### config.mk
export PLATFORM = sky130hd
export DESIGN_NAME = piece_controller
export DESIGN_NICKNAME = d
export VERILOG_FILES = /design/src/rtl/piece_controller_pkg.sv /design/src/rtl/piece_controller_tetromino_shape.sv /design/src/rtl/piece_controller.sv
export SDC_FILE = /design/constraint.sdc
export NUM_CORES = 1
export LEC_CHECK = 0
export ABC_CLOCK_PERIOD_IN_PS = 5800
export CORE_ASPECT_RATIO = 1.2
export CORE_UTILIZATION = 46
export CTS_CLUSTER_DIAMETER = 80
export DETAILED_ROUTE_END_ITERATION = 6
export GPL_TIMING_DRIVEN = 0
export PLACE_DENSITY = 0.95
export SLEW_MARGIN = 40
export SYNTH_ARGS = -nofsm -noshare
export SYNTH_HDL_FRONTEND = slang
export SYNTH_SLANG_ARGS = --single-unit
### constraint.sdc
create_clock -name Clk -period 5.8 [get_ports Clk]
set_clock_uncertainty 0.05 [all_clocks]
set_input_delay 1.45 -clock Clk [delete_from_list [all_inputs] [get_ports Clk]]
set_output_delay 1.45 -clock Clk [all_outputs]
set_load 0.01 [all_outputs]
### src/rtl/piece_controller_pkg.sv
// Shared types for the falling-piece controller.
//   piece_type_e  : tetromino encoding (I,O,T,S,Z,J,L = 0..6)
//   block_color   : colour of a cell as seen by the renderer
//   pc_state_e    : controller FSM states
//   type_color()  : colour assigned to each piece type
//   GRAVITY_FRAMES_DEFAULT, SPAWN_X_DEFAULT : controller parameter defaults
package piece_controller_pkg;

  typedef enum logic [2:0] {
    PIECE_I = 3'd0,
    PIECE_O = 3'd1,
    PIECE_T = 3'd2,
    PIECE_S = 3'd3,
    PIECE_Z = 3'd4,
    PIECE_J = 3'd5,
    PIECE_L = 3'd6
  } piece_type_e;

  typedef enum logic [3:0] {
    EMPTY  = 4'd0,
    CYAN   = 4'd1,
    YELLOW = 4'd2,
    PURPLE = 4'd3,
    GREEN  = 4'd4,
    RED    = 4'd5,
    BLUE   = 4'd6,
    ORANGE = 4'd7
  } block_color;

  typedef enum logic [2:0] {
    WAIT_START = 3'd0,
    SPAWN      = 3'd1,
    FALL       = 3'd2,
    LOCK       = 3'd3,
    OVER       = 3'd4
  } pc_state_e;

  localparam int         GRAVITY_FRAMES_DEFAULT = 30;
  localparam logic [4:0] SPAWN_X_DEFAULT        = 5'd3;

  function automatic block_color type_color(input logic [2:0] t);
    block_color c;
    case (t)
      PIECE_I: c = CYAN;
      PIECE_O: c = YELLOW;
      PIECE_T: c = PURPLE;
      PIECE_S: c = GREEN;
      PIECE_Z: c = RED;
      PIECE_J: c = BLUE;
      PIECE_L: c = ORANGE;
      default: c = EMPTY;
    endcase
    return c;
  endfunction

endpackage

### src/rtl/piece_controller_tetromino_shape.sv
// SRS orientation table: cell offsets of a tetromino inside its 4x4 box.
//   piece_type in 3  piece type (0..6 = I,O,T,S,Z,J,L)
//   rot        in 2  orientation 0..3 (clockwise)
//   x_off      out 8 x offsets, cell0..cell3 as [7:6],[5:4],[3:2],[1:0]
//   y_off      out 8 y offsets, same packing (y grows downward)
module tetromino_shape
  import piece_controller_pkg::*;
(
  input  logic [2:0] piece_type,
  input  logic [1:0] rot,
  output logic [7:0] x_off,
  output logic [7:0] y_off
);

  // Pack four (x,y) pairs as {x0,x1,x2,x3,y0,y1,y2,y3}.
  function automatic logic [15:0] cells(input logic [1:0] x0, input logic [1:0] y0,
                                        input logic [1:0] x1, input logic [1:0] y1,
                                        input logic [1:0] x2, input logic [1:0] y2,
                                        input logic [1:0] x3, input logic [1:0] y3);
    return {x0, x1, x2, x3, y0, y1, y2, y3};
  endfunction

  logic [15:0] tbl;

  always_comb begin
    tbl = cells(2'd1, 2'd0, 2'd2, 2'd0, 2'd1, 2'd1, 2'd2, 2'd1);  // O, and unused type 7
    case ({piece_type, rot})
      {PIECE_I, 2'd0}: tbl = cells(2'd0, 2'd1, 2'd1, 2'd1, 2'd2, 2'd1, 2'd3, 2'd1);
      {PIECE_I, 2'd1}: tbl = cells(2'd2, 2'd0, 2'd2, 2'd1, 2'd2, 2'd2, 2'd2, 2'd3);
      {PIECE_I, 2'd2}: tbl = cells(2'd0, 2'd2, 2'd1, 2'd2, 2'd2, 2'd2, 2'd3, 2'd2);
      {PIECE_I, 2'd3}: tbl = cells(2'd1, 2'd0, 2'd1, 2'd1, 2'd1, 2'd2, 2'd1, 2'd3);
      {PIECE_T, 2'd0}: tbl = cells(2'd1, 2'd0, 2'd0, 2'd1, 2'd1, 2'd1, 2'd2, 2'd1);
      {PIECE_T, 2'd1}: tbl = cells(2'd1, 2'd0, 2'd1, 2'd1, 2'd2, 2'd1, 2'd1, 2'd2);
      {PIECE_T, 2'd2}: tbl = cells(2'd0, 2'd1, 2'd1, 2'd1, 2'd2, 2'd1, 2'd1, 2'd2);
      {PIECE_T, 2'd3}: tbl = cells(2'd1, 2'd0, 2'd0, 2'd1, 2'd1, 2'd1, 2'd1, 2'd2);
      {PIECE_S, 2'd0}: tbl = cells(2'd1, 2'd0, 2'd2, 2'd0, 2'd0, 2'd1, 2'd1, 2'd1);
      {PIECE_S, 2'd1}: tbl = cells(2'd1, 2'd0, 2'd1, 2'd1, 2'd2, 2'd1, 2'd2, 2'd2);
      {PIECE_S, 2'd2}: tbl = cells(2'd1, 2'd1, 2'd2, 2'd1, 2'd0, 2'd2, 2'd1, 2'd2);
      {PIECE_S, 2'd3}: tbl = cells(2'd0, 2'd0, 2'd0, 2'd1, 2'd1, 2'd1, 2'd1, 2'd2);
      {PIECE_Z, 2'd0}: tbl = cells(2'd0, 2'd0, 2'd1, 2'd0, 2'd1, 2'd1, 2'd2, 2'd1);
      {PIECE_Z, 2'd1}: tbl = cells(2'd2, 2'd0, 2'd1, 2'd1, 2'd2, 2'd1, 2'd1, 2'd2);
      {PIECE_Z, 2'd2}: tbl = cells(2'd0, 2'd1, 2'd1, 2'd1, 2'd1, 2'd2, 2'd2, 2'd2);
      {PIECE_Z, 2'd3}: tbl = cells(2'd1, 2'd0, 2'd0, 2'd1, 2'd1, 2'd1, 2'd0, 2'd2);
      {PIECE_J, 2'd0}: tbl = cells(2'd0, 2'd0, 2'd0, 2'd1, 2'd1, 2'd1, 2'd2, 2'd1);
      {PIECE_J, 2'd1}: tbl = cells(2'd1, 2'd0, 2'd2, 2'd0, 2'd1, 2'd1, 2'd1, 2'd2);
      {PIECE_J, 2'd2}: tbl = cells(2'd0, 2'd1, 2'd1, 2'd1, 2'd2, 2'd1, 2'd2, 2'd2);
      {PIECE_J, 2'd3}: tbl = cells(2'd1, 2'd0, 2'd1, 2'd1, 2'd0, 2'd2, 2'd1, 2'd2);
      {PIECE_L, 2'd0}: tbl = cells(2'd2, 2'd0, 2'd0, 2'd1, 2'd1, 2'd1, 2'd2, 2'd1);
      {PIECE_L, 2'd1}: tbl = cells(2'd1, 2'd0, 2'd1, 2'd1, 2'd1, 2'd2, 2'd2, 2'd2);
      {PIECE_L, 2'd2}: tbl = cells(2'd0, 2'd1, 2'd1, 2'd1, 2'd2, 2'd1, 2'd0, 2'd2);
      {PIECE_L, 2'd3}: tbl = cells(2'd0, 2'd0, 2'd1, 2'd0, 2'd1, 2'd1, 2'd1, 2'd2);
      default: ;
    endcase
  end

  assign x_off = tbl[15:8];
  assign y_off = tbl[7:0];

endmodule

### src/rtl/piece_controller.sv
// Falling-piece controller: spawns, moves, rotates, drops and locks the
// active tetromino, and publishes its cells plus every candidate move so the
// board can judge legality (can_move) one frame ahead.
//   Clk, Reset                 clock, asynchronous active-high reset
//   frame_clk_rising_edge      one-Clk pulse per video frame
//   key_*                      level key states
//   can_move[4:0]              legal: left, right, rot right, rot left, down
//   BOARD_BUSY, rand_piece     board clearing rows; next piece select
//   x_block, y_block           current cells, cell0..cell3 = [19:15]..[4:0]
//   save_xblock, save_yblock   cells as drawn on the previous Clk
//   x_/y_move_*, x_/y_rotate_* candidate cells for each single change
//   get_new_block, block, game_over  spawn pulse, piece colour, end of game
module piece_controller
  import piece_controller_pkg::*;
#(
  parameter int         GRAVITY_FRAMES = GRAVITY_FRAMES_DEFAULT,
  parameter logic [4:0] SPAWN_X        = SPAWN_X_DEFAULT
) (
  input  logic        Clk,
  input  logic        Reset,
  input  logic        frame_clk_rising_edge,
  input  logic        key_left,
  input  logic        key_right,
  input  logic        key_rot_l,
  input  logic        key_rot_r,
  input  logic        key_down,
  input  logic [4:0]  can_move,
  input  logic        BOARD_BUSY,
  input  logic [2:0]  rand_piece,
  output logic [19:0] x_block,
  output logic [19:0] y_block,
  output logic [19:0] save_xblock,
  output logic [19:0] save_yblock,
  output logic [19:0] x_move_left,
  output logic [19:0] y_move_left,
  output logic [19:0] x_move_right,
  output logic [19:0] y_move_right,
  output logic [19:0] x_move_down,
  output logic [19:0] y_move_down,
  output logic [19:0] x_rotate_left,
  output logic [19:0] y_rotate_left,
  output logic [19:0] x_rotate_right,
  output logic [19:0] y_rotate_right,
  output logic        get_new_block,
  output block_color  block,
  output logic        game_over
);

  localparam int CNT_W = (GRAVITY_FRAMES > 1) ? $clog2(GRAVITY_FRAMES) : 1;
  localparam logic [CNT_W-1:0] CNT_LAST = CNT_W'(GRAVITY_FRAMES - 1);

  // Reset piece is I, rot 0, at (SPAWN_X, 0): occupies row 1, columns SPAWN_X..+3.
  localparam logic [19:0] RST_X = {SPAWN_X, SPAWN_X + 5'd1, SPAWN_X + 5'd2, SPAWN_X + 5'd3};
  localparam logic [19:0] RST_Y = {5'd1, 5'd1, 5'd1, 5'd1};

  pc_state_e        state, state_n;
  logic [2:0]       ptype, ptype_n;
  logic [1:0]       rot, rot_n;
  logic [4:0]       ox, ox_n, oy, oy_n;
  logic [CNT_W-1:0] cnt, cnt_n;
  logic [3:0]       keys_prev;   // {rot_r, rot_l, left, right} at last frame edge
  logic [3:0]       keys_now, keys_rise;

  logic [1:0]       rot_cw, rot_ccw;
  logic [7:0]       xo_cur, yo_cur, xo_cw, yo_cw, xo_ccw, yo_ccw;

  // Origin plus 2-bit offsets, mod 32; a wrapped cell lands far outside the
  // board and is rejected by its bounds check.
  function automatic logic [19:0] place(input logic [4:0] org, input logic [7:0] off);
    return {org + {3'b0, off[7:6]}, org + {3'b0, off[5:4]},
            org + {3'b0, off[3:2]}, org + {3'b0, off[1:0]}};
  endfunction

  assign rot_cw  = rot + 2'd1;
  assign rot_ccw = rot - 2'd1;

  tetromino_shape u_shape_cur (.piece_type(ptype), .rot(rot),     .x_off(xo_cur), .y_off(yo_cur));
  tetromino_shape u_shape_cw  (.piece_type(ptype), .rot(rot_cw),  .x_off(xo_cw),  .y_off(yo_cw));
  tetromino_shape u_shape_ccw (.piece_type(ptype), .rot(rot_ccw), .x_off(xo_ccw), .y_off(yo_ccw));

  assign x_block        = place(ox, xo_cur);
  assign y_block        = place(oy, yo_cur);
  assign x_move_left    = place(ox - 5'd1, xo_cur);
  assign y_move_left    = y_block;
  assign x_move_right   = place(ox + 5'd1, xo_cur);
  assign y_move_right   = y_block;
  assign x_move_down    = x_block;
  assign y_move_down    = place(oy + 5'd1, yo_cur);
  assign x_rotate_right = place(ox, xo_cw);
  assign y_rotate_right = place(oy, yo_cw);
  assign x_rotate_left  = place(ox, xo_ccw);
  assign y_rotate_left  = place(oy, yo_ccw);

  assign keys_now  = {key_rot_r, key_rot_l, key_left, key_right};
  assign keys_rise = keys_now & ~keys_prev;

  always_comb begin
    state_n       = state;
    ptype_n       = ptype;
    rot_n         = rot;
    ox_n          = ox;
    oy_n          = oy;
    cnt_n         = cnt;
    get_new_block = 1'b0;
    game_over     = 1'b0;
    block         = type_color(ptype);
    case (state)
      WAIT_START: begin
        block = EMPTY;
        if (frame_clk_rising_edge) begin
          ptype_n = (rand_piece == 3'd7) ? 3'd0 : rand_piece;
          rot_n   = 2'd0;
          ox_n    = SPAWN_X;
          oy_n    = 5'd0;
          cnt_n   = '0;
          state_n = SPAWN;
        end
      end
      SPAWN: begin
        get_new_block = 1'b1;
        state_n       = FALL;
      end
      FALL: begin
        if (frame_clk_rising_edge && !BOARD_BUSY) begin
          if (key_down || cnt == CNT_LAST) begin
            if (can_move[0]) begin
              oy_n  = oy + 5'd1;
              cnt_n = '0;
            end else if (oy != 5'd0) begin
              state_n = LOCK;
            end else begin
              state_n = OVER;
            end
          end else begin
            cnt_n = cnt + CNT_W'(1);
            // Highest-priority new press wins; if it is illegal, nothing moves.
            if (keys_rise[3]) begin
              if (can_move[2]) rot_n = rot + 2'd1;
            end else if (keys_rise[2]) begin
              if (can_move[1]) rot_n = rot - 2'd1;
            end else if (keys_rise[1]) begin
              if (can_move[4]) ox_n = ox - 5'd1;
            end else if (keys_rise[0]) begin
              if (can_move[3]) ox_n = ox + 5'd1;
            end
          end
        end
      end
      LOCK: begin
        ptype_n = (rand_piece == 3'd7) ? 3'd0 : rand_piece;
        rot_n   = 2'd0;
        ox_n    = SPAWN_X;
        oy_n    = 5'd0;
        cnt_n   = '0;
        state_n = SPAWN;
      end
      OVER: begin
        game_over = 1'b1;
      end
      default: state_n = WAIT_START;
    endcase
  end

  always_ff @(posedge Clk or posedge Reset) begin
    if (Reset) begin
      state <= WAIT_START;
      ptype <= 3'd0;
      rot   <= 2'd0;
      ox    <= SPAWN_X;
      oy    <= 5'd0;
      cnt   <= '0;
    end else begin
      state <= state_n;
      ptype <= ptype_n;
      rot   <= rot_n;
      ox    <= ox_n;
      oy    <= oy_n;
      cnt   <= cnt_n;
    end
  end

  // Key levels are sampled only at frame edges; that is what defines a new press.
  always_ff @(posedge Clk or posedge Reset) begin
    if (Reset) begin
      keys_prev <= 4'b0;
    end else if (frame_clk_rising_edge) begin
      keys_prev <= keys_now;
    end
  end

  always_ff @(posedge Clk or posedge Reset) begin
    if (Reset) begin
      save_xblock <= RST_X;
      save_yblock <= RST_Y;
    end else begin
      save_xblock <= x_block;
      save_yblock <= y_block;
    end
  end

endmodule

==> metrics.txt <==
outcome finished, final reports clean; total chip power 9.748 mW; Pre-antenna DRT Iters 5; DIE AREA 17540 sq um; Crit path arrival time 4.26 ns; DRT iter0 DRCs 591; RSZ-0062 raised after global routing yes; total track usage 0.3194; final hold violation count 0; via count 8115; number of vias per cell 5.491; Main synth FF type dfrtp_1; CP max FO 6; IO buf count 300; synth unique cells 73; largest net degree at the start of global routing 57; syn_nets 1059; worst slew pin tran 0.8902 ns; Layout Area Growth over Synthesis 49.68%; largest area contributor in the netlist dfrtp_1; fin crit share 0.9933; LEAKAGE 5.253 nW; nature of the critical path startpoint register; clock root buffer clkbuf_16; most used cell, CP ha_1; crit path cell chain inv_1 > ha_2 > or2_1 > clkbuf_1 > o21ai_1 > nand4bb_1 > ha_1 > ha_1 > a21oi_1 > nor2_1 > xor2_2 > buf_4 > clkdlybuf4s50_1; Slowest cell on crit path clkdlybuf4s50_1; DP Wirelength 22680 um; CP endpoint kind primary output; Pins Over Slew Limit 0; count leader, synth nand2_1; Seq/Total Area, Yosys 0.2163; Rows 51; final net count 1380; Pwr Density 832.3 nW/um^2; most common library cells after synthesis nand2_1, xnor2_1, ha_1; Max Freq 173.6 MHz; diode count 0; H-tree depth 3; async set-reset flop share out of synthesis 1.000; Starting Density 0.4753; CP required 4.30 ns; fin crit period 5.761 ns; Synth warnings 0; CTS buffer count 9; drt drc 0; worst hold path class register to register; synth top area cells dfrtp_1, ha_1, xnor2_1; DIE WIDTH 121.1 um; max-cap check violation count 0; die height 144.9 um; grt ovf 0; clock tree from TritonCTS built; initial antenna violation count 0; Clock Path Buffers 2; Setup violations, final 0; Ports 303; Max stage delay on crit path 0.55 ns; layout cells sized above 1 0.1485; routed wire length 28650 um; Fill cells 1228; CTS Sinks 67; Layout Cells excl Fill 1478; Slew HR 0.4065; core area 16460 sq um; cells after synthesis 940; Clk pin slew, worst setup/hold paths 0.06 ns; clk_lat worst skew 0.34 ns; Peak VDD IR 650.0 uV; vias in the first global route 8182; CP Class register to primary output; #FFs+latches synth 67; # placed instances 1453; mapped cell area 7825 sq um; routability cong. 0.9717; Yosys top cell area share 0.1727; routed len/inst 19.38 um; first-pass GRT wire length 42950 um; mean post-synth cell area 8.324 sq um; number of flops mapped to enable cells by yosys 0; Routed Antenna Nets 0
[power breakdown]
group	leakage, nW	internal (mW)	switching (mW)
logic	4.24	4.31	4.11
registers	0.857	0.623	0.0874
clock network	0.159	0.399	0.215
total	5.25	5.33	4.42
[per-layer routing]
layer	GRT usage	vias to the layer above	share of wire	wire [um]
met5	0	-	0	0
met4	0.1761	0	0.042	1204
met3	0.07524	90	0.087	2479
met2	0.5820	490	0.51	14510
li1	-	3713	-	-
met1	0.3384	3822	0.36	10450
[final cells by class]
type	count	area, sq um	share of cell area
multi-input cells	699	5349	0.4567
repair buffers	310	3098	0.2645
flip-flops and latches	67	1693	0.1445
plain buffers	121	768.2	0.06559
well taps	212	265.3	0.02265
clock buffers	12	256.5	0.02190
inverters	53	210.2	0.01795
clock inverters	4	72.57	0.006196
[registers in the layout, indices dropped and copies added, names as in the netlist]
signal	count
save_xblock	20
save_yblock	20
ptype	3
rot	2
oy	5
cnt	5
keys_prev	4
ox	5
state	3
[cells in the final DEF, fill, tap and decap left out, types with 15 or more instances in the layout]
cell	instances
clkdlybuf4s50_1	300
o21ai_0	42
dfrtp_1	54
xor2_1	45
nor2_1	63
xnor2_1	79
inv_1	47
clkbuf_1	20
nand3_1	27
buf_4	77
a21oi_1	53
fa_1	20
nand2_1	97
buf_2	15
ha_1	76
a21o_1	24
[cell families (layout without fill, tap and decap cells)]
group                      after synthesis  count (layout)  synth area share
AOI/OAI and AO/OA                      190             190            0.1546
xor gates and xnor gates               133             133            0.1489
adders and majority gates              108             108            0.1909
buffers and inverters                  174             500            0.1202
DFF                                     67              67            0.2163
muxes                                   12              12           0.01615
other                                    1               1         0.0004792
and+or+nand+nor                        255             255            0.1524
[per-stage QoR]
step	worst slack, ns	hold slack (ns)	setup TNS, ns	area, sq um	utilization
after floorplan	1.011	0.4215	0	7825	-
after global placement	-0.05815	0.4303	-0.1151	11090	0.6738
after detailed placement	-0.05804	0.4375	-0.1140	11130	0.6758
after CTS	0.05031	0.4510	0	11530	0.7003
after global routing	-0.06948	0.4703	-0.2562	11710	0.7114
final	0.03880	0.4497	0	11710	0.7114
[path summary, 6_finish.rpt]
kind | slack, ns | depth (start not counted) | endpoint | from
max in group asynchronous | 3.80 | 3 | save_xblock[2]$_DFF_PP1_ | Reset
min in group asynchronous | 1.34 | 2 | save_xblock[10]$_DFF_PP0_ | Reset
setup reg to reg | 2.33 | 16 | save_yblock[4]$_DFF_PP0_ | rot[0]$_DFFE_PP0P_
setup / recovery | 0.04 | 13 | y_move_right[14] | rot[1]$_DFFE_PP0P_
hold reg to reg | 0.45 | 1 | keys_prev[1]$_DFFE_PP0P_ | keys_prev[1]$_DFFE_PP0P_
hold / removal | 0.45 | 1 | keys_prev[1]$_DFFE_PP0P_ | keys_prev[1]$_DFFE_PP0P_
[critical path: cells and delay by family (launching register included)]
family,cells,cell delay (ns)
AOI/OAI and AO/OA,2,0.81
xor gates and xnor gates,1,0.24
adders and majority gates,3,0.74
buffers and inverters,4,1.00
DFF,1,0.37
and+or+nand+nor,3,0.74
[repair_timing]
item,CTS,global route
endpoints found under the setup margin,24,61
hold buffers,0,0
buffers inserted,2,7
gates resized for setup,20,38
cloned,0,0
pin swaps,3,2
(Power assumes the default switching activity.)
